<file path="config.mk">
export PLATFORM = sky130hd
export DESIGN_NAME = uart_status_msg_gen
export DESIGN_NICKNAME = d
export VERILOG_FILES = /design/src/rtl/uart_status_msg_gen.sv
export SDC_FILE = /design/constraint.sdc
export NUM_CORES = 1
export LEC_CHECK = 0
export CELL_PAD_IN_SITES_DETAIL_PLACEMENT = 2
export CELL_PAD_IN_SITES_GLOBAL_PLACEMENT = 2
export CORE_ASPECT_RATIO = 0.6
export CORE_MARGIN = 10
export CORE_UTILIZATION = 35
export DETAILED_ROUTE_END_ITERATION = 12
export HOLD_SLACK_MARGIN = 0.12
export PLACE_DENSITY = 0.8
export RECOVER_POWER = 50
export SETUP_SLACK_MARGIN = 0.3
export SLEW_MARGIN = 20
export SYNTH_ARGS = -nofsm -noshare
export SYNTH_HDL_FRONTEND = slang
export SYNTH_SLANG_ARGS = --single-unit
</file>
<file path="constraint.sdc">
create_clock -name clk -period 4.65 [get_ports clk]
set_input_delay 1.1625 -clock clk [delete_from_list [all_inputs] [get_ports clk]]
set_output_delay 1.1625 -clock clk [all_outputs]
set_load 0.02 [all_outputs]
</file>
<file path="src/rtl/uart_status_msg_gen.sv">
// ASCII status-line generator: "current state:<mode> rate:<digits>" + line end over valid/ready.
// Optional macro UART_MSG_CRLF_EN inserts 0x0D before the final 0x0A.
module uart_status_msg_gen #(
  parameter int unsigned RATE_W  = 8,
  parameter int unsigned DIGITS  = 3,
  parameter int unsigned FIELD_W = 12
) (
  input  logic              clk,
  input  logic              reset,
  input  logic              i_start,
  input  logic [1:0]        i_mode,
  input  logic [RATE_W-1:0] i_rate,
  input  logic              i_abort,
  output logic [7:0]        o_data,
  output logic              o_valid,
  input  logic              i_ready,
  output logic              o_busy,
  output logic              o_done
);

`ifdef UART_MSG_CRLF_EN
  localparam int unsigned L = 21 + FIELD_W + DIGITS;
`else
  localparam int unsigned L = 20 + FIELD_W + DIGITS;
`endif
  localparam int unsigned IW   = $clog2(L);
  localparam int unsigned CW   = $clog2(RATE_W + 1);
  localparam int unsigned MAXV = 10**DIGITS - 1;
  localparam int unsigned DSTART = 19 + FIELD_W;

  localparam logic [8*14-1:0] PFX  = "current state:";
  localparam logic [8*5-1:0]  RLBL = "rate:";

  typedef enum logic {IDLE, SEND} state_t;

  state_t            state_q, state_d;
  logic [IW-1:0]     idx_q, idx_d, idx_n;
  logic [1:0]        mode_q, mode_d;
  logic [RATE_W-1:0] rate_q, rate_d;
  logic [RATE_W-1:0] sh_q, sh_d;
  logic [19:0]       bcd_q, bcd_d;
  logic [CW-1:0]     cnt_q, cnt_d;
  logic [7:0]        data_q, data_d;
  logic              valid_q, valid_d;
  logic              busy_q, busy_d;
  logic              done_q, done_d;
  logic              sat;

  function automatic logic [7:0] line_byte(input int unsigned i, input logic [1:0] mode,
                                           input logic [19:0] bcd, input logic s);
    logic [8*12-1:0] name;
    int unsigned     p;
    logic [3:0]      nib;
    line_byte = 8'h20;
    name      = "initial     ";
    case (mode)
      2'd0:    name = "initial     ";
      2'd1:    name = "normal      ";
      2'd2:    name = "rate control";
      default: name = "finish      ";
    endcase
    if (i < 14) begin
      line_byte = PFX[8*(13-i) +: 8];
    end else if (i < 14 + FIELD_W) begin
      p = i - 14;
      if (p < 12) line_byte = name[8*(11-p) +: 8];
    end else if (i < DSTART) begin
      line_byte = RLBL[8*(DSTART-1-i) +: 8];
    end else if (i < DSTART + DIGITS) begin
      p   = i - DSTART;
      nib = bcd[4*(DIGITS-1-p) +: 4];
      line_byte = s ? 8'h39 : {4'h3, nib};
    end else if (i == L - 1) begin
      line_byte = 8'h0A;
    end else begin
      line_byte = 8'h0D;
    end
  endfunction

  // Shift/add-3 step: correct each BCD nibble, then shift the next rate bit in.
  function automatic logic [19:0] dabble(input logic [19:0] b, input logic in_bit);
    logic [19:0] t;
    t = b;
    for (int unsigned k = 0; k < 5; k++) begin
      if (t[4*k +: 4] >= 4'd5) t[4*k +: 4] = t[4*k +: 4] + 4'd3;
    end
    return {t[18:0], in_bit};
  endfunction

  assign sat   = 32'(rate_q) > MAXV;
  assign idx_n = idx_q + IW'(1);

  always_comb begin
    state_d = state_q;
    idx_d   = idx_q;
    mode_d  = mode_q;
    rate_d  = rate_q;
    sh_d    = sh_q;
    bcd_d   = bcd_q;
    cnt_d   = cnt_q;
    data_d  = data_q;
    valid_d = valid_q;
    busy_d  = busy_q;
    done_d  = 1'b0;

    if (cnt_q != '0) begin
      bcd_d = dabble(bcd_q, sh_q[RATE_W-1]);
      sh_d  = sh_q << 1;
      cnt_d = cnt_q - CW'(1);
    end

    case (state_q)
      IDLE: begin
        valid_d = 1'b0;
        busy_d  = 1'b0;
        data_d  = '1;
        if (i_start && !i_abort) begin
          state_d = SEND;
          mode_d  = i_mode;
          rate_d  = i_rate;
          sh_d    = i_rate;
          bcd_d   = '0;
          cnt_d   = CW'(RATE_W);
          idx_d   = '0;
          valid_d = 1'b1;
          busy_d  = 1'b1;
          data_d  = line_byte(32'd0, i_mode, '0, 1'b0);
        end
      end
      SEND: begin
        // The next byte is fetched one cycle ahead so o_data stays a pure register.
        if (i_abort || (valid_q && i_ready && idx_q == IW'(L - 1))) begin
          state_d = IDLE;
          valid_d = 1'b0;
          busy_d  = 1'b0;
          data_d  = '1;
          done_d  = !i_abort;
        end else if (valid_q && i_ready) begin
          idx_d  = idx_n;
          data_d = line_byte(32'(idx_n), mode_q, bcd_q, sat);
        end
      end
      default: state_d = IDLE;
    endcase
  end

  always_ff @(posedge clk) begin
    if (reset) begin
      state_q <= IDLE;
      idx_q   <= '0;
      mode_q  <= '0;
      rate_q  <= '0;
      sh_q    <= '0;
      bcd_q   <= '0;
      cnt_q   <= '0;
      data_q  <= '1;
      valid_q <= 1'b0;
      busy_q  <= 1'b0;
      done_q  <= 1'b0;
    end else begin
      state_q <= state_d;
      idx_q   <= idx_d;
      mode_q  <= mode_d;
      rate_q  <= rate_d;
      sh_q    <= sh_d;
      bcd_q   <= bcd_d;
      cnt_q   <= cnt_d;
      data_q  <= data_d;
      valid_q <= valid_d;
      busy_q  <= busy_d;
      done_q  <= done_d;
    end
  end

  assign o_data  = data_q;
  assign o_valid = valid_q;
  assign o_busy  = busy_q;
  assign o_done  = done_q;

endmodule

</file>
# Yosys cells after proc, flatten, opt, wreduce, memory -nomap -nowiden
# Cells that the tools add are included.
classes:
  n_addsub: 13
  magnitude_cmp: 10
  n_eq_ne: 9
  shifts: 4
  muxes: 37
  bitwise: 2
  reduce_logical: 10
op_table:
  columns: ["operator", "n"]
  rows:
  - ["96-bit two-way mux", 3]
  - ["93-bit one-hot mux with 3 select lines", 1]
  - ["112-bit by 33-bit variable part select with 8-bit output, first input constant", 1]
  - ["96-bit by 33-bit variable part select with 8-bit output", 1]
  - ["8-bit two-way mux", 10]
  - ["20-bit two-way mux", 3]
  - ["40-bit by 33-bit variable part select with 8-bit output, first input constant", 1]
  - ["20-bit by 33-bit variable part select with 4-bit output", 1]
  - ["32-bit by 4-bit less-than comparator with 1-bit output, second input constant", 1]
  - ["4-bit two-way mux", 7]
  - ["6-bit two-way mux", 4]
  - ["4-bit by 3-bit >= comparator with 1-bit output, second input constant", 5]
  - ["4-bit by 2-bit adder with 4-bit output, second input constant", 4]
  - ["8-bit one-hot mux with 2 select lines", 1]
  - ["6-bit == test, second input constant", 2]
  - ["6-bit by 5-bit less-than comparator with 1-bit output, second input constant", 2]
  - ["6-bit one-hot mux with 2 select lines", 1]
  - ["3-bit by 7-bit subtractor with 8-bit output, first input constant", 1]
  - ["5-bit by 7-bit subtractor with 8-bit output, first input constant", 1]
  - ["4-bit by 6-bit subtractor with 7-bit output, first input constant", 1]
  - ["5-bit by 6-bit subtractor with 7-bit output, first input constant", 1]
  - ["6-bit by 4-bit subtractor with 7-bit output, second input constant", 1]
  - ["6-bit by 5-bit subtractor with 7-bit output, second input constant", 1]
  - ["6-bit by 1-bit adder with 6-bit output, second input constant", 1]
  - ["other kinds (21)", 30]
word_totals:
  reg_bits: 51
  input_bits: 15
  output_inout_bits: 11
  wordCells: 94

# Logic depth before layout (Yosys ltp)
# Gate-level depths: netlist of the first run.
depth:
  depth_word: 12
  depth_mapped: 16
  depth_no_buf: 12

# Least setup slack after synthesis of the first run
# OpenSTA, ideal clock, no wires.
synth_timing:
  kind: "reg2reg"
  startpoint: "reg idx_q[0]"
  endpoint: "reg data_q[3], in the netlist o_data[3]"
  setup_time_ps: 62
  arrival_ps: 3810
  required_ps: 4588
  slack_ps: 777
  path_stages_with_launch: 17
  n_path_buf: 4
  synth_period_minus_slack_ps: 3873
  path_cell_list: "dfxtp_1 -> buf_2 -> inv_1 -> clkbuf_1 -> ha_1 -> clkbuf_1 -> clkinv_1 -> ha_1 -> buf_2 -> xor2_1 -> xnor2_1 -> and2_1 -> o22ai_4 -> xnor2_4 -> a2111oi_0 -> or4_1 -> nand3_1"
synth_via:
  elab_chain_len: 11
  word_cells_on_any_way: 28
  cone_classes: "7 x add/sub; 5 x order compare; 2 x eq/ne; 4 x shift; 8 x mux; 2 x reduce/logical"
synth_rtl:
  columns: ["item", "line", "source"]
  rows:
  - ["from (decl)", "37", "logic [IW-1:0] idx_q, idx_d, idx_n;"]
  - ["from (signal assigned)", "162", "idx_q <= idx_d;"]
  - ["parallel branches: the longest is 11 deep, another holds 5-bit by 7-bit subtractor with 8-bit output", null, null]
  - ["to (signal assigned)", "168", "data_q <= data_d;"]
  - ["to (decl)", "43", "logic [7:0] data_q, data_d;"]
# Several ways; the timed one is not identified. The select of a mux whose other input is x is not followed.
# A chain may end at the register's enable or synchronous reset.

# Worst setup path after layout of the first run
# Same ends and word-level chain as after synthesis.

==> results of run 1 <==
-- worst max-delay path, cell delays in order, from the launching register on --
cell	delay, ps
dfxtp_1	320
buf_4	210
ha_1	270
xnor2_2	390
inv_1	120
ha_1	340
xor2_1	230
xnor2_1	520
and2_1	300
o22ai_4	130
xnor2_4	290
a2111oi_0	150
or4_1	530
nand3_1	80
-- cell type report --
type / instances / area, sq um
Multi-Input combinational cell: 451 / 2810
Fill cell: 1347 / 6730
Sequential cell: 51 / 1020
Clock buffer: 6 / 139
Clock inverter: 2 / 13.8
Tap cell: 160 / 200
Inverter: 24 / 90.1
Timing Repair Buffer: 36 / 333
-- worst max path at each step --
stage	start	end	slack (ps)
2_1_floorplan	idx_q[0]	o_data[3]	780
3_3_place_gp	idx_q[0]	o_data[3]	1100
3_5_place_dp	idx_q[0]	o_data[3]	870
4_1_cts	idx_q[0]	o_data[3]	810
5_1_grt	idx_q[0]	o_data[3]	420
6_report	idx_q[0]	o_data[3]	720
-- cells in the final DEF, fill, tap and decap left out, drive strengths merged, types with 3 or more instances in the layout --
| cell type | count |
|---|---|
| xnor2 | 21 |
| a21oi | 56 |
| a21o | 4 |
| nor2b | 12 |
| xor2 | 8 |
| buf | 11 |
| a32oi | 3 |
| nor4 | 5 |
| and3 | 3 |
| a21boi | 3 |
| o21ai | 39 |
| clkdlybuf4s50 | 12 |
| or3 | 3 |
| nor3 | 12 |
| inv | 24 |
| o21a | 6 |
| o211ai | 4 |
| a31oi | 6 |
| nand2 | 91 |
| dfxtp | 51 |
| a311oi | 8 |
| clkbuf | 6 |
| nor2 | 45 |
| ha | 24 |
| nand2b | 11 |
| a221oi | 4 |
| dlygate4sd3 | 13 |
| a211oi | 10 |
| and2 | 5 |
| nand3 | 24 |
| o22ai | 4 |
| mux4 | 4 |
-- through the flow --
| stage | power [mW] | worst slack, ps |
|---|---|---|
| global placement | 0.973 | 1100 |
| detailed placement | 1.01 | 867 |
| finish | 1.40 | 723 |
| global route | 1.49 | 420 |
| floorplan | 0.869 | 777 |
| CTS | 1.41 | 808 |
-- kinds of logic after synthesis --
group           count (synthesis)  synth area share
mux                             4            0.0221
buf+inv                        63            0.0613
simple gates                  223             0.254
compound gates                170             0.267
xor+xnor                       29            0.0705
flops                          51             0.250
fa+ha+maj                      25            0.0760
-- sequential cells by signal (all words and copies together) (netlist names) --
signal   flops
o_done       1
mode_q       2
cnt_q        4
idx_q        6
bcd_q       20
o_data       8
state_q      1
o_busy       1
sh_q         8
-- power groups by stage --
stage               clock network, mW  registers, mW  logic, mW
finish                          0.398          0.543      0.457
global route                    0.423          0.552      0.519
CTS                             0.405          0.544      0.462
detailed placement                  0          0.553      0.457
global placement                    0          0.547      0.426
floorplan                           0          0.535      0.334
-- metal layers --
metal | GRT usage | part of all wire | up-vias
met1 | 0.263 | 0.50 | 2154
li1 | - | - | 2004
met3 | 0.0490 | 0.062 | 8
met5 | 0 | 0 | -
met2 | 0.271 | 0.43 | 105
met4 | 0.0211 | 0.0048 | 0
==> impl_metrics.ini, run 1 <==
[outcome]
outcome = complete, no violations

[worst_hold_path]
hold-path-cell-count = 2
hold_start = o_data[7]
holdPathEnd = o_data[7]
min_path_type = reg2reg

[sta]
grt_setup_unrepaired = no
slew_headroom = 0.255
hold_slack_ps = 458
hold_viol_final = 0
fin_setup_tns_ps = 0
setup_violations = 0
min_period_ps = 3930
clock_skew_ps = 11.8
maxSlewViolCount = 0
fmaxAchievable_ghz = 0.255
period_share = 0.845
max_slew.worst_pin.slew_ps = 1110

[power]
seqPwrFrac = 0.388
peakVddDrop_mv = 0.259
p_sw_mw = 0.543
leakagePower_nw = 1.54
pwr-share-comb = 0.327
p_per_area_nw_per_um2 = 303
clkPwrFrac = 0.285
sw_frac_of_total = 0.388
p_int_mw = 0.855

[placed_design]
dpl_cell_area_sq_um = 4460
finalWeightedCongestion = 0.908
dp_hpwl_microns = 11700
placement.io_buffers = 25
dp_cells = 722

[layout]
fin_cells = 730
antennaDiodeCount = 0
layout.nets = 608
drive_above_1_share = 0.0579
syn2layout_area_growth_pct = 12.9
final_area_sq_um = 4610
final_core_util = 0.407

[synth]
syn-num-nets = 604
synthDistinctLibCells = 67
async_flop_share = 0
syn_inst = 565
yosysMostFrequentCell = nand2_1
synth_commonest_cells = nand2_1 (91), a21oi_1 (56), dfxtp_1 (51)
yosysSeqAreaShare = 0.250
ys_ff_latch = 51
netlist_area_sq_um = 4080
synth_area_leaders = dfxtp_1 (25%), nand2_1 (8.4%), ha_1 (7.4%), a21oi_1 (6.9%), o21ai_0 (4.8%)
syn_avg_cell_area_sq_um = 7.23
yosysTopAreaCellShare = 0.250
ys_warn_count = 0
yosys_most_used_dff = dfxtp_1
yosys.area.top_type = dfxtp_1
synth-edff-count = 0

[clocking]
hold_buffers = 0
clock_latency_ps = 300
clk_path_buf_depth = 2
postCtsSetupRepairBufs = 0
cts_resized = 0
numCtsBuffers = 5
cts_root_buf = clkbuf_16
cts_max_level = 2
clk_pin_slew_worst_paths_ps = 70
cts_tree = built
clkSinkCount = 51

[global_route]
antenna_found_initial = 0
grt_pass1_vias = 4445
grt.overflow.total = 0
grt_usage = 0.183
grt_pass1_wl_microns = 25300
grt_max_degree = 37

[setup_path]
cp_max_fo = 21
worstSetupEndpointType = register
critical_path_class = reg2reg
rr_startpoint = idx_q[0]
start_kind = register
reg2reg_depth = 13
cp.arrival_ps = 4160
r2r_end = o_data[3]
rrSetupSlack_ps = 720
crit_required_ps = 4890

[detailed_routing]
drt-pass1-iter-count = 4
postRouteAntennaNets = 0
drtIter0Drc = 350
totalWireLength_microns = 15500
drcViolationCount = 0
wl_per_cell_microns = 21.2
routed_via_density = 5.85
route.vias.total = 4271

[die]
dieArea_sq_um = 16500
coreArea_sq_um = 11300
ios = 26
start_util = 0.360
rows = 30
die_w_microns = 159
die_y_microns = 104

[run]
max-cap-violations = 0
Power figures use the tool's default switching activity.
==> inputs of run 2 (changes only) <==
--- a/config.mk
+++ b/config.mk
@@ -9,10 +9,10 @@
 export CELL_PAD_IN_SITES_GLOBAL_PLACEMENT = 2
 export CORE_ASPECT_RATIO = 0.6
 export CORE_MARGIN = 10
-export CORE_UTILIZATION = 35
+export CORE_UTILIZATION = 31
 export DETAILED_ROUTE_END_ITERATION = 12
 export HOLD_SLACK_MARGIN = 0.12
-export PLACE_DENSITY = 0.8
+export PLACE_DENSITY = 0.75
 export RECOVER_POWER = 50
 export SETUP_SLACK_MARGIN = 0.3
 export SLEW_MARGIN = 20
==> constraint.sdc (replaced) <==
create_clock -name clk -period 3.5 [get_ports clk]
set_input_delay 0.875 -clock clk [delete_from_list [all_inputs] [get_ports clk]]
set_output_delay 0.875 -clock clk [all_outputs]
set_load 0.02 [all_outputs]
==> run 2 against run 1 <==
Die area up 11%. Combinational power increased by 35%. Final area grew 5.0%. Utilization decreased by 3.0 points. Global-route usage is 0.72 points lower. Cell count grew 3.4%. First-iteration DRC count up 16%. Count of clock-buffer cells in the layout did not move. Non-clock buffer count is 15 higher. Largest power group unchanged. Power grew 39%. Worst setup slack got worse by 320 ps.
==> impl_metrics.ini, run 2 (synthesis results as in run 1) <==
[detailed_routing]
routed_via_density = 5.72
drt-pass1-iter-count = 4
wl_per_cell_microns = 21.7
drtIter0Drc = 405
postRouteAntennaNets = 0
drcViolationCount = 0
totalWireLength_microns = 16400
route.vias.total = 4317

[clocking]
clkSinkCount = 51
numCtsBuffers = 5
cts_tree = built
cts_max_level = 2
hold_buffers = 0
clk_path_buf_depth = 2
clk_pin_slew_worst_paths_ps = 80
clock_latency_ps = 300
cts_root_buf = clkbuf_16

[placed_design]
finalWeightedCongestion = 0.927
placement.io_buffers = 25
dp_hpwl_microns = 12500
pre_cts_slack_ps = 297
dpl_cell_area_sq_um = 4600

[die]
die_w_microns = 168
dieArea_sq_um = 18300
ios = 26
coreArea_sq_um = 12900
die_y_microns = 109
rows = 32
start_util = 0.318

[global_route]
antenna_found_initial = 0
grt_max_degree = 31
grt_usage = 0.175
grt.overflow.total = 0
grt_pass1_wl_microns = 26000
grt_pass1_vias = 4495

[sta]
fin_setup_tns_ps = 0
maxSlewViolCount = 0
hold_viol_final = 0
grt_setup_unrepaired = no
worst_slack_ps = 402
setup_violations = 0
period_share = 0.885
slew_headroom = 0.297
max_slew.worst_pin.slew_ps = 1050
fmaxAchievable_ghz = 0.323
min_period_ps = 3100
clock_skew_ps = 5.95

[layout]
final_area_sq_um = 4840
antennaDiodeCount = 0
syn2layout_area_growth_pct = 18.5
drive_above_1_share = 0.0940
fillerInstances = 1487
final_common_cell = nand2_1
layout.nets = 623
final_cell_mix = nand2_1 (91), a21oi_1 (56), dfxtp_1 (50)
largest_reg_flops = 20
regMostFlops = bcd_q

[setup_path]
rr_startpoint = idx_q[0]
cp.arrival_ps = 3340
timing.critical_path.mode_cell = ha_4
start_kind = register
cp_max_fo = 13
startpoint = idx_q[0]
path_cells = inv_1 -> ha_4 -> clkinv_8 -> ha_4 -> or4_4 -> a21boi_2 -> o22ai_4 -> xnor2_4 -> a221oi_1 -> or4_1 -> nand3_1
critical_path_class = reg2reg
crit_required_ps = 3740
worstSetupEndpointType = register
slowest_stage = or4_1
cp_slowest_stage_delay_ps = 560

[worst_hold_path]
min_path_type = reg2reg
hold_start = sh_q[7]

[run]
max-cap-violations = 0

[power]
peakVddDrop_mv = 0.496
leakagePower_nw = 1.63
p_per_area_nw_per_um2 = 400

[outcome]
outcome = complete, no violations
-- run 2: changes by cell type in the layout (fill, tap and decap cells not counted), sizes merged --
cell	before	now
clkinv	2	1
clkdlybuf4s50	12	18
clkbuf	6	9
dlygate4sd3	13	7
bufinv	0	1
buf	11	23
-- run 2: layout make-up --
type	count	area [sq um]	share of cell area
multi-input cells	451	2900	0.598
flip-flops and latches	51	1020	0.212
repair buffers	51	437	0.0902
well taps	170	213	0.0440
clock buffers	6	129	0.0266
inverters	24	103	0.0212
clock inverters	2	38.8	0.00801
-- run 2: layer usage --
metal / track usage / vias up / share of wire
li1: - / 2041 / -
met1: 0.256 / 2161 / 0.51
met5: 0 / - / 0
met2: 0.262 / 106 / 0.42
met4: 0.0204 / 0 / 0.0049
met3: 0.0406 / 9 / 0.062
-- run 2: through the flow --
| stage | util | instances | hold WS, ps | total power [mW] |
|---|---|---|---|---|
| after floorplan | - | 565 | 437 | 1.15 |
| after global placement | 0.358 | 742 | 444 | 1.32 |
| after detailed placement | 0.358 | 742 | 462 | 1.36 |
| after CTS | 0.373 | 752 | 473 | 1.96 |
| after global routing | 0.377 | 755 | 495 | 2.08 |
| final | 0.377 | 755 | 468 | 1.94 |
-- run 2: final timing paths --
kind,endpoint,slack (ps),cells past startpoint
setup / recovery,o_data[3],400,11
hold / removal,bcd_q[0],470,2
setup reg to reg,o_data[3],400,11
hold reg to reg,bcd_q[0],470,2
-- run 2: where the power goes --
group          total (mW)  internal [mW]  leakage, nW  switching (mW)
Sequential          0.721          0.648        0.416          0.0730
Combinational       0.619          0.211         1.14           0.408
Clock               0.597          0.342       0.0815           0.255
-- run 2: repair_timing --
action / 4_1_cts / 5_1_grt
gates resized for setup: 1 / 5
buffers inserted: 2 / 3
pin swaps: 1 / 1
setup endpoints to repair: 1 / 7
-- run 2: critical path, delay by kind of cell, from the launching register on --
family | cells | cell delay [ps]
buffers and inverters | 2 | 210
adders and majority gates | 2 | 570
DFF | 1 | 440
AOI/OAI and AO/OA | 3 | 430
xor gates and xnor gates | 1 | 210
and+or+nand+nor | 3 | 1170
==> inputs of run 3 (changes only) <==
--- a/config.mk
+++ b/config.mk
@@ -9,10 +9,10 @@
 export CELL_PAD_IN_SITES_GLOBAL_PLACEMENT = 2
 export CORE_ASPECT_RATIO = 0.6
 export CORE_MARGIN = 10
-export CORE_UTILIZATION = 31
+export CORE_UTILIZATION = 30
 export DETAILED_ROUTE_END_ITERATION = 12
 export HOLD_SLACK_MARGIN = 0.12
-export PLACE_DENSITY = 0.75
+export PLACE_DENSITY = 0.73
 export RECOVER_POWER = 50
 export SETUP_SLACK_MARGIN = 0.3
 export SLEW_MARGIN = 20
==> run 3 against run 2 <==
Sequential cell count is the same. Power shrank 2.5%. Die area grew 2.8%. First-iteration DRC count shrank 14%. Largest power group unchanged.
==> impl_metrics.ini, run 3 (synthesis results as in run 1) <==
[die]
die_y_microns = 110
dieArea_sq_um = 18800
coreArea_sq_um = 13100
rows = 32
ios = 26
die_w_microns = 171
start_util = 0.312

[layout]
final_common_cell = nand2_1
final_area_sq_um = 4780
syn2layout_area_growth_pct = 17.1
drive_above_1_share = 0.0893
layout.nets = 620
final_core_util = 0.365
fillerInstances = 1531
final_cell_mix = nand2_1 (91), a21oi_1 (56), dfxtp_1 (49)
regMostFlops = bcd_q
largest_reg_flops = 20
antennaDiodeCount = 0
fin_cells = 752

[outcome]
outcome = complete, no violations

[setup_path]
start_kind = register
startpoint = idx_q[0]
cp_slowest_stage_delay_ps = 550
critical_path_class = reg2reg
cp.arrival_ps = 3290
path_cells = inv_1 -> ha_4 -> clkinv_8 -> ha_4 -> or4_4 -> a21boi_2 -> o22ai_4 -> xnor2_4 -> a221oi_1 -> or4_1 -> nand3_1
reg2reg_depth = 11
cp_max_fo = 10
r2r_end = o_data[3]
crit_family = simple AND/OR/NAND/NOR gates
worstSetupEndpointType = register
cp.depth = 11
rrSetupSlack_ps = 460
rr_startpoint = idx_q[0]
slowest_stage = or4_1
timing.critical_path.mode_cell = ha_4
endpoint = o_data[3]
crit_required_ps = 3750
worst-path-buf-inv = 2

[sta]
period_share = 0.869
slew_headroom = 0.290
maxSlewViolCount = 0
hold_viol_final = 0
min_period_ps = 3040
fin_setup_tns_ps = 0
setup_violations = 0
max_slew.worst_pin.slew_ps = 1060
fmaxAchievable_ghz = 0.329
grt_setup_unrepaired = no
clock_skew_ps = 8.78

[detailed_routing]
drcViolationCount = 0
routed_via_density = 5.69
drtIter0Drc = 347
postRouteAntennaNets = 0
drt-pass1-iter-count = 5
totalWireLength_microns = 15900
route.vias.total = 4277
wl_per_cell_microns = 21.1

[clocking]
cts_root_buf = clkbuf_16
numCtsBuffers = 5
clock_latency_ps = 310
cts_tree = built
clk_pin_slew_worst_paths_ps = 80
cts_max_level = 2
clk_path_buf_depth = 2
clkSinkCount = 51

[worst_hold_path]
min_path_type = reg2reg

[power]
leakagePower_nw = 1.62
p_int_mw = 1.14
peakVddDrop_mv = 0.421
pwr-share-comb = 0.325
sw_frac_of_total = 0.398
seqPwrFrac = 0.382
p_sw_mw = 0.752
clkPwrFrac = 0.293
p_per_area_nw_per_um2 = 395

[placed_design]
dp_cells = 740
placement.io_buffers = 25
dpl_cell_area_sq_um = 4590
finalWeightedCongestion = 0.914
dp_hpwl_microns = 12100

[run]
max-cap-violations = 0

[global_route]
grt_max_degree = 38
antenna_found_initial = 0
grt.overflow.total = 0
grt_pass1_vias = 4410
grt_pass1_wl_microns = 25500
grt_usage = 0.169
[run 3: per-stage QoR]
stage / total power, mW / worst slack (ps) / hold WS [ps]
final: 1.89 / 459 / 460
after global routing: 2.03 / 305 / 494
after CTS: 1.92 / 327 / 477
after detailed placement: 1.36 / 365 / 461
after global placement: 1.32 / 488 / 439
after floorplan: 1.15 / 306 / 437
[run 3: worst min path at each step]
stage | depth (start not counted) | endpoint | from | slack, ps
global route | 2 | o_data[7] | o_data[7] | 490
finish | 2 | o_data[7] | o_data[7] | 460
floorplan | 2 | bcd_q[0] | sh_q[7] | 440
detailed placement | 2 | o_data[7] | o_data[7] | 460
global placement | 2 | o_data[7] | o_data[7] | 440
CTS | 2 | o_data[7] | o_data[7] | 480
[run 3: area by class of cell]
cell class,instances,area (sq um),area share
Inverter,24,103,0.0215
Sequential cell,51,1030,0.215
Multi-Input combinational cell,451,2860,0.599
Tap cell,170,213,0.0445
Clock inverter,3,33.8,0.00707
Timing Repair Buffer,48,417,0.0871
Clock buffer,5,125,0.0262
[run 3: metal layers]
layer  track usage  up-vias  share of wire
li1              -     2036              -
met1         0.258     2116           0.52
met2         0.237      118           0.41
met3        0.0359        7          0.066
met4        0.0305        0         0.0066
met5             0        -              0
[run 3: power by group through the flow]
stage / Combinational (mW) / Sequential, mW / Clock [mW]
after global routing: 0.697 / 0.735 / 0.595
after floorplan: 0.444 / 0.710 / 0
after detailed placement: 0.626 / 0.734 / 0
final: 0.613 / 0.722 / 0.553
after CTS: 0.632 / 0.720 / 0.567
after global placement: 0.593 / 0.728 / 0
[run 3: tightest hold or removal path, delay by kind of cell, from the launching register on]
kind / cells / cell delay [ps]
and+or+nand+nor: 2 / 110
DFF: 1 / 310
[run 3: what timing repair did]
item | 4_1_cts | 5_1_grt
resized for setup | 0 | 2
buffers inserted | 0 | 4
hold buffers | 0 | 0
endpoints found under the setup margin | 0 | 5
